### src/rtl/pll_lock_ctrl_pkg.sv
// pll_lock_ctrl shared types: sequencer states and counter width helper.
// Used by pll_lock_ctrl and its testbench-free submodules.
package pll_lock_ctrl_pkg;

  typedef enum logic [2:0] {
    RST,
    WAIT,
    LOCKED,
    STBY,
    FAULT
  } state_e;

  function automatic int cnt_w(input int n);
    return (n < 2) ? 1 : $clog2(n + 1);
  endfunction

endpackage

### src/rtl/sync2.sv
// sync2: two-flop synchronizer for asynchronous status bits.
// Both flops reset to 0.
module sync2 (
  input  logic clk,
  input  logic rst_n,
  input  logic d,
  output logic q
);

  logic meta;

  // Two-stage capture of the asynchronous input.
  always_ff @(posedge clk or negedge rst_n) begin
    if (!rst_n) begin
      meta <= 1'b0;
      q    <= 1'b0;
    end else begin
      meta <= d;
      q    <= meta;
    end
  end

endmodule

### src/rtl/pll_lock_ctrl.sv
// pll_lock_ctrl: PLL reset/standby sequencer and lock supervisor.
// Optional lock-loss counter: define PLL_LOCK_CTRL_LOSS_CNT_EN.
module pll_lock_ctrl
  import pll_lock_ctrl_pkg::*;
#(
  parameter int RST_CYCLES     = 16,
  parameter int STABLE_CYCLES  = 1024,
  parameter int TIMEOUT_CYCLES = 65536,
  parameter int MAX_RETRY      = 3,
  parameter int CNT_W          = 8
) (
  input  logic                          refclk,
  input  logic                          rst_n,
  input  logic                          extlock,
  input  logic                          stdby_req,
  input  logic                          relock_req,
  output logic                          pll_reset,
  output logic                          pll_stdby,
  output logic                          locked,
  output logic                          fault,
  output logic [cnt_w(MAX_RETRY)-1:0]   retry_cnt
`ifdef PLL_LOCK_CTRL_LOSS_CNT_EN
  ,
  output logic [CNT_W-1:0]              loss_cnt
`endif
);

  localparam int CMAX = (RST_CYCLES > TIMEOUT_CYCLES)
                      ? RST_CYCLES : TIMEOUT_CYCLES;
  localparam int CW = cnt_w(CMAX);
  localparam int SW = cnt_w(STABLE_CYCLES);
  localparam int RW = cnt_w(MAX_RETRY);

  localparam logic [CW-1:0] RST_LAST = CW'(RST_CYCLES - 1);
  localparam logic [CW-1:0] TMO_LAST = CW'(TIMEOUT_CYCLES - 1);
  localparam logic [SW-1:0] STB_DONE = SW'(STABLE_CYCLES);
  localparam logic [RW-1:0] RTY_MAX  = RW'(MAX_RETRY);

  state_e          state_q, state_d;
  logic [CW-1:0]   cyc_q, cyc_d;
  logic [SW-1:0]   stb_q, stb_d;
  logic [RW-1:0]   retry_d;
  logic [RW-1:0]   retry_inc;
  logic            lock_s;

  sync2 u_sync (
    .clk   (refclk),
    .rst_n (rst_n),
    .d     (extlock),
    .q     (lock_s)
  );

  assign retry_inc = retry_cnt + RW'(1);

  // State, cycle/stable counters and retry count.
  always_ff @(posedge refclk or negedge rst_n) begin
    if (!rst_n) begin
      state_q   <= RST;
      cyc_q     <= '0;
      stb_q     <= '0;
      retry_cnt <= '0;
    end else begin
      state_q   <= state_d;
      cyc_q     <= cyc_d;
      stb_q     <= stb_d;
      retry_cnt <= retry_d;
    end
  end

  // Next state; counters clear on every transition.
  always_comb begin
    state_d = state_q;
    cyc_d   = '0;
    stb_d   = '0;
    retry_d = retry_cnt;
    unique case (state_q)
      RST: begin
        if (stdby_req)             state_d = STBY;
        else if (relock_req)       state_d = RST;
        else if (cyc_q == RST_LAST) state_d = WAIT;
        else                       cyc_d = cyc_q + CW'(1);
      end
      WAIT: begin
        if (stdby_req) begin
          state_d = STBY;
        end else if (relock_req) begin
          state_d = RST;
        end else if (stb_q == STB_DONE) begin
          state_d = LOCKED;
          retry_d = '0;
        end else if (cyc_q == TMO_LAST) begin
          retry_d = retry_inc;
          state_d = (retry_inc == RTY_MAX) ? FAULT : RST;
        end else begin
          cyc_d = cyc_q + CW'(1);
          stb_d = lock_s ? stb_q + SW'(1) : '0;
        end
      end
      LOCKED: begin
        if (stdby_req)       state_d = STBY;
        else if (!lock_s)    state_d = RST;
        else if (relock_req) state_d = RST;
      end
      STBY: begin
        if (!stdby_req) state_d = RST;
      end
      FAULT: begin
        if (relock_req) begin
          state_d = RST;
          retry_d = '0;
        end
      end
      default: state_d = RST;
    endcase
  end

  // Registered Moore decode of the state being entered.
  always_ff @(posedge refclk or negedge rst_n) begin
    if (!rst_n) begin
      pll_reset <= 1'b1;
      pll_stdby <= 1'b0;
      locked    <= 1'b0;
      fault     <= 1'b0;
    end else begin
      pll_reset <= (state_d == RST) || (state_d == FAULT);
      pll_stdby <= (state_d == STBY);
      locked    <= (state_d == LOCKED);
      fault     <= (state_d == FAULT);
    end
  end

`ifdef PLL_LOCK_CTRL_LOSS_CNT_EN
  logic lost;

  assign lost = (state_q == LOCKED) && !lock_s;

  // Saturating count of lock losses seen while LOCKED.
  always_ff @(posedge refclk or negedge rst_n) begin
    if (!rst_n)
      loss_cnt <= '0;
    else if (lost && (loss_cnt != '1))
      loss_cnt <= loss_cnt + CNT_W'(1);
  end
`endif

endmodule
### config.mk
export PLATFORM = sky130hd
export DESIGN_NAME = pll_lock_ctrl
export DESIGN_NICKNAME = d
export VERILOG_FILES = /design/src/rtl/pll_lock_ctrl_pkg.sv /design/src/rtl/sync2.sv /design/src/rtl/pll_lock_ctrl.sv
export SDC_FILE = /design/constraint.sdc
export NUM_CORES = 1
export LEC_CHECK = 0
export CAP_MARGIN = 20
export CELL_PAD_IN_SITES_DETAIL_PLACEMENT = 0
export CELL_PAD_IN_SITES_GLOBAL_PLACEMENT = 1
export CORE_ASPECT_RATIO = 0.5
export CORE_UTILIZATION = 46
export CTS_CLUSTER_SIZE = 24
export DETAILED_ROUTE_END_ITERATION = 10
export GPL_TIMING_DRIVEN = 0
export PLACE_DENSITY_LB_ADDON = 0.1
export SYNTH_ARGS = -nofsm -noshare
export SYNTH_HDL_FRONTEND = slang
export SYNTH_SLANG_ARGS = --single-unit
### constraint.sdc
create_clock -name refclk -period 2.45 [get_ports refclk]
set_input_delay 0.3675 -clock refclk [delete_from_list [all_inputs] [get_ports refclk]]
set_output_delay 0.3675 -clock refclk [all_outputs]
set_load 0.01 [all_outputs]
==> flow_summary.yaml, run 1 <==
synth:
  syn_nets: 208
  synth_commonest_cells: "38 x dfrtp_1, 24 x nor2_1, 17 x xnor2_1"
  synthArstFlopShare: 1.000
  synth-seq-cells: 39
  synth_area_um2: 1978
  synth_area_per_cell_um2: 10.04
  synthDistinctLibCells: 40
  synth_area_leaders: "dfrtp_1 48%, xnor2_1 7.5%, nor2_1 4.6%, a21oi_1 4.0%, ha_1 3.8%"
  synth_top_cell_area_share: 0.4807
  synth-main-ff-cell: "dfrtp_1"
  syn_inst: 197
  seq_area_frac_synth: 0.4940
  yosysTopAreaCell: "dfrtp_1"
  synth_warnings: 0
  yosysMostFrequentCell: "dfrtp_1"
  synth_edf_count: 0
grt:
  overflow: 0
  antenna_found_initial: 0
  grtUsageTotal: 0.1842
  grt_pass1_wl_um: 6506
  grt_max_degree: 40
  first_global_vias: 1445
routing:
  drt_iter0_drc: 54
  drc_errors: 0
  routedWlPerCell_um: 13.92
  totalWireLength_um: 3759
  ant_nets: 0
  via_count: 1481
  drtPass1Iterations: 4
  via_per_inst: 5.485
critical_path:
  required_ns: 2.66
  slowest_stage: "dfrtp_1"
  cp-end-kind: "flop"
  critPathBufInv: 1
  cp_top_family: "simple AND/OR/NAND/NOR gates"
  crit_path_start_kind: "flop"
  arrival_ns: 2.45
  max_stage_delay_ns: 0.41
  crit_type: "flop to flop"
  crit_chain: "ha_1 > nand4_1 > nor2_1 > nand2_1 > nor2_1 > ha_1 > a31oi_1 > nand3_2 > buf_2 > a21oi_1"
  worst-path-max-fanout: 10
sta:
  whs_ns: 0.1835
  min_period_ns: 2.236
  timing.fmax_ghz: 0.4472
  post-route-period-util: 0.9128
  fin_skew_ns: 0.01414
  final_max_slew_viol_count: 0
  rsz0062_at_grt: "false"
  worstMarginPinSlew_ns: 0.8690
  slew_headroom: 0.4207
  final_hold_viol_count: 0
  fin_setup_tns_ns: 0
  finalSetupViolCount: 0
power_and_ir_drop:
  p_per_area_nw_per_um2: 515.1
  clkPwrFrac: 0.386
  pwr-share-seq: 0.568
  swShare: 0.2239
  internal-power_uw: 897.4
  p_sw_uw: 258.9
  leakage_uw: 0.0008527
  peakVddDrop_uv: 255.4
  power_frac_comb: 0.046
layout:
  syn_to_final_growth_pct: 13.47
  fin_nets: 226
  multiInputGateArea_um2: 955.9
  antenna_cells: 0
  fillerInstances: 378
  seq_area_um2: 977.2
  drive_above_1_share: 0.1111
place:
  hpwl_um: 2606
  portBuffers: 9
  gp_congestion: 0.7361
clock_tree:
  postCtsHoldBufs: 0
  clockBufferDepth: 2
  htreeDepth: 2
  root_buffer: "clkbuf_8"
  cts_buffers: 5
  clk_pin_slew_ns: 0.08
  cts_sinks: 39
  cts_tree: "done"
  clock_latency_ns: 0.29
floorplan:
  rows: 16
  fp.coreArea_um2: 4004
  die_x_um: 94.74
  chipHeight_um: 48.37
  start_util: 0.4941
  pin_count: 11
  dieArea_um2: 4583
flow_run:
  maxCapViolCount: 0
status:
  status: "finished clean"
min_path:
  hp-class: "input pin to async pin"
-- flip-flops by register name (all words and copies together), names as in the netlist --
name,cells
stb_q,11
u_sync.meta,1
pll_reset,1
cyc_q,17
u_sync.q,1
retry_cnt,2
locked,1
state_q,3
fault,1
pll_stdby,1
-- logic make-up after synthesis --
logic type	count (synthesis)	share of synthesized area
compound gates	32	0.09740
xor+xnor	21	0.09298
fa+ha+maj	6	0.03795
buf+inv	13	0.02530
flops	39	0.4940
simple gates	86	0.2524
-- stage by stage --
stage          total power, uW  utilization  std cells  setup slack (ns)  cell area, um2
2_1_floorplan            693.1            -        197            0.4173            1978
4_1_cts                   1170       0.5553        268           0.01040            2223
3_3_place_gp             723.9       0.5334        260          -0.05449            2136
3_5_place_dp             723.5       0.5322        260          -0.07366            2131
5_1_grt                   1210       0.5606        270           0.02974            2245
6_report                  1156       0.5606        270            0.2136            2245
-- final cells by class --
cell class / instances / area share
sequential: 39 / 0.4353
multi-input combinational: 145 / 0.4259
inverter: 9 / 0.01505
clock inverter: 1 / 0.002230
clock buffer: 7 / 0.03846
timing repair buffer: 11 / 0.04459
tap: 54 / 0.03010
buffer: 4 / 0.008361
-- metal layers --
layer  up-vias  routed length, um  GRT usage
met5         -                  0          0
met4         0                 28    0.05051
li1        733                  -          -
met3         5                124    0.05189
met1       721               1932     0.2543
met2        22               1673     0.2842
-- final timing paths --
kind                              from   endpoint  slack (ns)  cells after the start
min in group refclk        u_sync.meta   u_sync.q        0.35                      0
max in group asynchronous        rst_n   u_sync.q        1.70                      1
max reg2reg                   cyc_q[0]  cyc_q[11]        0.21                     10
min                              rst_n   cyc_q[9]        0.18                      1
min reg2reg                u_sync.meta   u_sync.q        0.35                      0
max                           cyc_q[0]  cyc_q[11]        0.21                     10
-- layout by cell type (no fill, tap or decap), drive strengths merged, types with 3 or more instances in the layout --
cell type / n
inv: 9
ha: 6
clkbuf: 9
clkdlybuf4s50: 8
nand4: 7
nor2: 24
nor3: 6
a21oi: 16
nor4: 9
buf: 5
dfrtp: 38
xor2: 4
xnor2: 17
or3: 4
nand3: 10
nand2: 15
o21ai: 3
-- timing repair --
action,4_1_cts,5_1_grt
buffers inserted,0,2
resized for setup,1,4
setup endpoints to repair,10,21
-- power by group through the flow --
stage | Clock, uW | Combinational (uW) | Sequential, uW
3_5_place_dp | 0 | 53.9 | 670
6_report | 446 | 53.1 | 657
3_3_place_gp | 0 | 54.2 | 670
4_1_cts | 458 | 54.1 | 657
5_1_grt | 492 | 60.4 | 658
2_1_floorplan | 0 | 23.1 | 670
Power figures use the tool's default switching activity.
==> run 2, diff against run 1 <==
--- a/config.mk
+++ b/config.mk
@@ -17,3 +17,4 @@
 export SYNTH_ARGS = -nofsm -noshare
 export SYNTH_HDL_FRONTEND = slang
 export SYNTH_SLANG_ARGS = --single-unit
+export TNS_END_PERCENT = 5
==> flow_summary.yaml, run 2 (same netlist as run 1, synthesis figures left out) <==
status:
  status: "finished clean"
layout:
  mostFrequentLayoutCell: "dfrtp_1"
  antenna_cells: 0
  final_core_util: 0.5584
  top_regs: "cyc_q (17), stb_q (11), state_q (3)"
  largest_register_ffs: 17
  final_area_um2: 2236
  largest_register: "cyc_q"
  syn_to_final_growth_pct: 13.03
  fin_nets: 224
  most-common-layout-cells: "38 x dfrtp_1, 24 x nor2_1, 17 x xnor2_1"
  drive_above_1_share: 0.1075
clock_tree:
  postCtsHoldBufs: 0
  cts_buffers: 5
  root_buffer: "clkbuf_8"
  clock_latency_ns: 0.29
  htreeDepth: 2
  clockBufferDepth: 2
  clk_pin_slew_ns: 0.08
  cts_sinks: 39
  cts_tree: "done"
critical_path:
  crit_type: "flop to flop"
  slowest_stage: "dfrtp_1"
  cp_top_family: "simple AND/OR/NAND/NOR gates"
  crit_path_start_kind: "flop"
  crit_chain: "ha_1 > nand4_1 > nor2_1 > nand2_1 > nor2_1 > ha_1 > a31oi_2 > nand3_2 > buf_2 > a21oi_1"
  worst-path-max-fanout: 10
  arrival_ns: 2.49
  required_ns: 2.66
  critPathBufInv: 1
  cp-end-kind: "flop"
  max_stage_delay_ns: 0.41
sta:
  slew_headroom: 0.4241
  post-route-period-util: 0.9289
  final_max_slew_viol_count: 0
  min_period_ns: 2.276
  rsz0062_at_grt: "true"
  final_hold_viol_count: 0
  fin_setup_tns_ns: 0
  finalSetupViolCount: 0
  timing.fmax_ghz: 0.4394
  worstMarginPinSlew_ns: 0.8639
  fin_skew_ns: 0.01379
grt:
  grt_max_degree: 40
  grt_pass1_wl_um: 6506
  overflow: 0
  antenna_found_initial: 0
  first_global_vias: 1445
  grtUsageTotal: 0.1842
floorplan:
  rows: 16
  pin_count: 11
  start_util: 0.4941
  dieArea_um2: 4583
  fp.coreArea_um2: 4004
  chipHeight_um: 48.37
  die_x_um: 94.74
power_and_ir_drop:
  clkPwrFrac: 0.385
  p_per_area_nw_per_um2: 516.3
  peakVddDrop_uv: 255.3
  power_frac_comb: 0.046
  leakage_uw: 0.0008451
  pwr-share-seq: 0.569
  internal-power_uw: 897.4
  swShare: 0.2226
  p_sw_uw: 256.9
routing:
  via_per_inst: 5.504
  drtPass1Iterations: 4
  ant_nets: 0
  drt_iter0_drc: 60
  routedWlPerCell_um: 13.95
  drc_errors: 0
  via_count: 1475
  totalWireLength_um: 3739
place:
  hpwl_um: 2606
  gp_congestion: 0.7361
  place_area_um2: 2131
  portBuffers: 9
min_path:
  hp-class: "input pin to async pin"
flow_run:
  maxCapViolCount: 0
run 2: changes by cell type in the layout (fill, tap and decap cells not counted):
cell	delta
buf_4	-2
a31oi_2	+1
a31oi_1	-1
run 2: timing repair:
| action | CTS | global route |
|---|---|---|
| pin swaps | 0 | 0 |
| setup buffers | 0 | 0 |
| resized for setup | 1 | 5 |
| gates cloned | 0 | 0 |
| setup endpoints to repair | 10 | 21 |
run 2: cell type report:
cell class | count | area, um2
multi-input combinational | 145 | 962.2
clock inverter | 1 | 5.005
clock buffer | 7 | 86.33
timing repair buffer | 9 | 85.08
sequential | 39 | 977.2
tap | 54 | 67.56
buffer | 4 | 18.77
inverter | 9 | 33.78
fill | 379 | 1768
run 2: power by group through the flow:
stage / clock, uW / sequential (uW) / combinational (uW)
finish: 444 / 657 / 52.9
global route: 492 / 658 / 60.5
CTS: 458 / 657 / 54.1
detailed placement: 0 / 670 / 53.9
global placement: 0 / 670 / 54.2
floorplan: 0 / 670 / 23.1
run 2: path summary, 6_finish.rpt:
kind,startpoint,to,slack (ns),cells past startpoint
worst max-delay path,cyc_q[0],cyc_q[11],0.17,10
worst min-delay path,rst_n,cyc_q[9],0.18,1
worst max register to register,cyc_q[0],cyc_q[11],0.17,10
worst min register to register,u_sync.meta,u_sync.q,0.35,0
max in group asynchronous,rst_n,u_sync.q,1.70,1
min in group refclk,u_sync.meta,u_sync.q,0.35,0
run 2: metrics by stage:
stage          worst slack, ns  power [uW]  hold WS [ns]  std cells
2_1_floorplan           0.4173       693.1       0.07191        197
3_3_place_gp          -0.05449       723.9        0.3332        260
3_5_place_dp          -0.07366       723.5        0.3363        260
4_1_cts                0.01040        1170        0.2233        268
5_1_grt               -0.03007        1210        0.2689        268
6_report                0.1742        1154        0.1776        268
run 2: layer usage:
| metal | up-vias | GRT usage | part of all wire |
|---|---|---|---|
| met3 | 5 | 0.05189 | 0.032 |
| li1 | 730 | - | - |
| met2 | 16 | 0.2842 | 0.45 |
| met5 | - | 0 | 0 |
| met1 | 724 | 0.2543 | 0.51 |
| met4 | 0 | 0.05051 | 0.0075 |
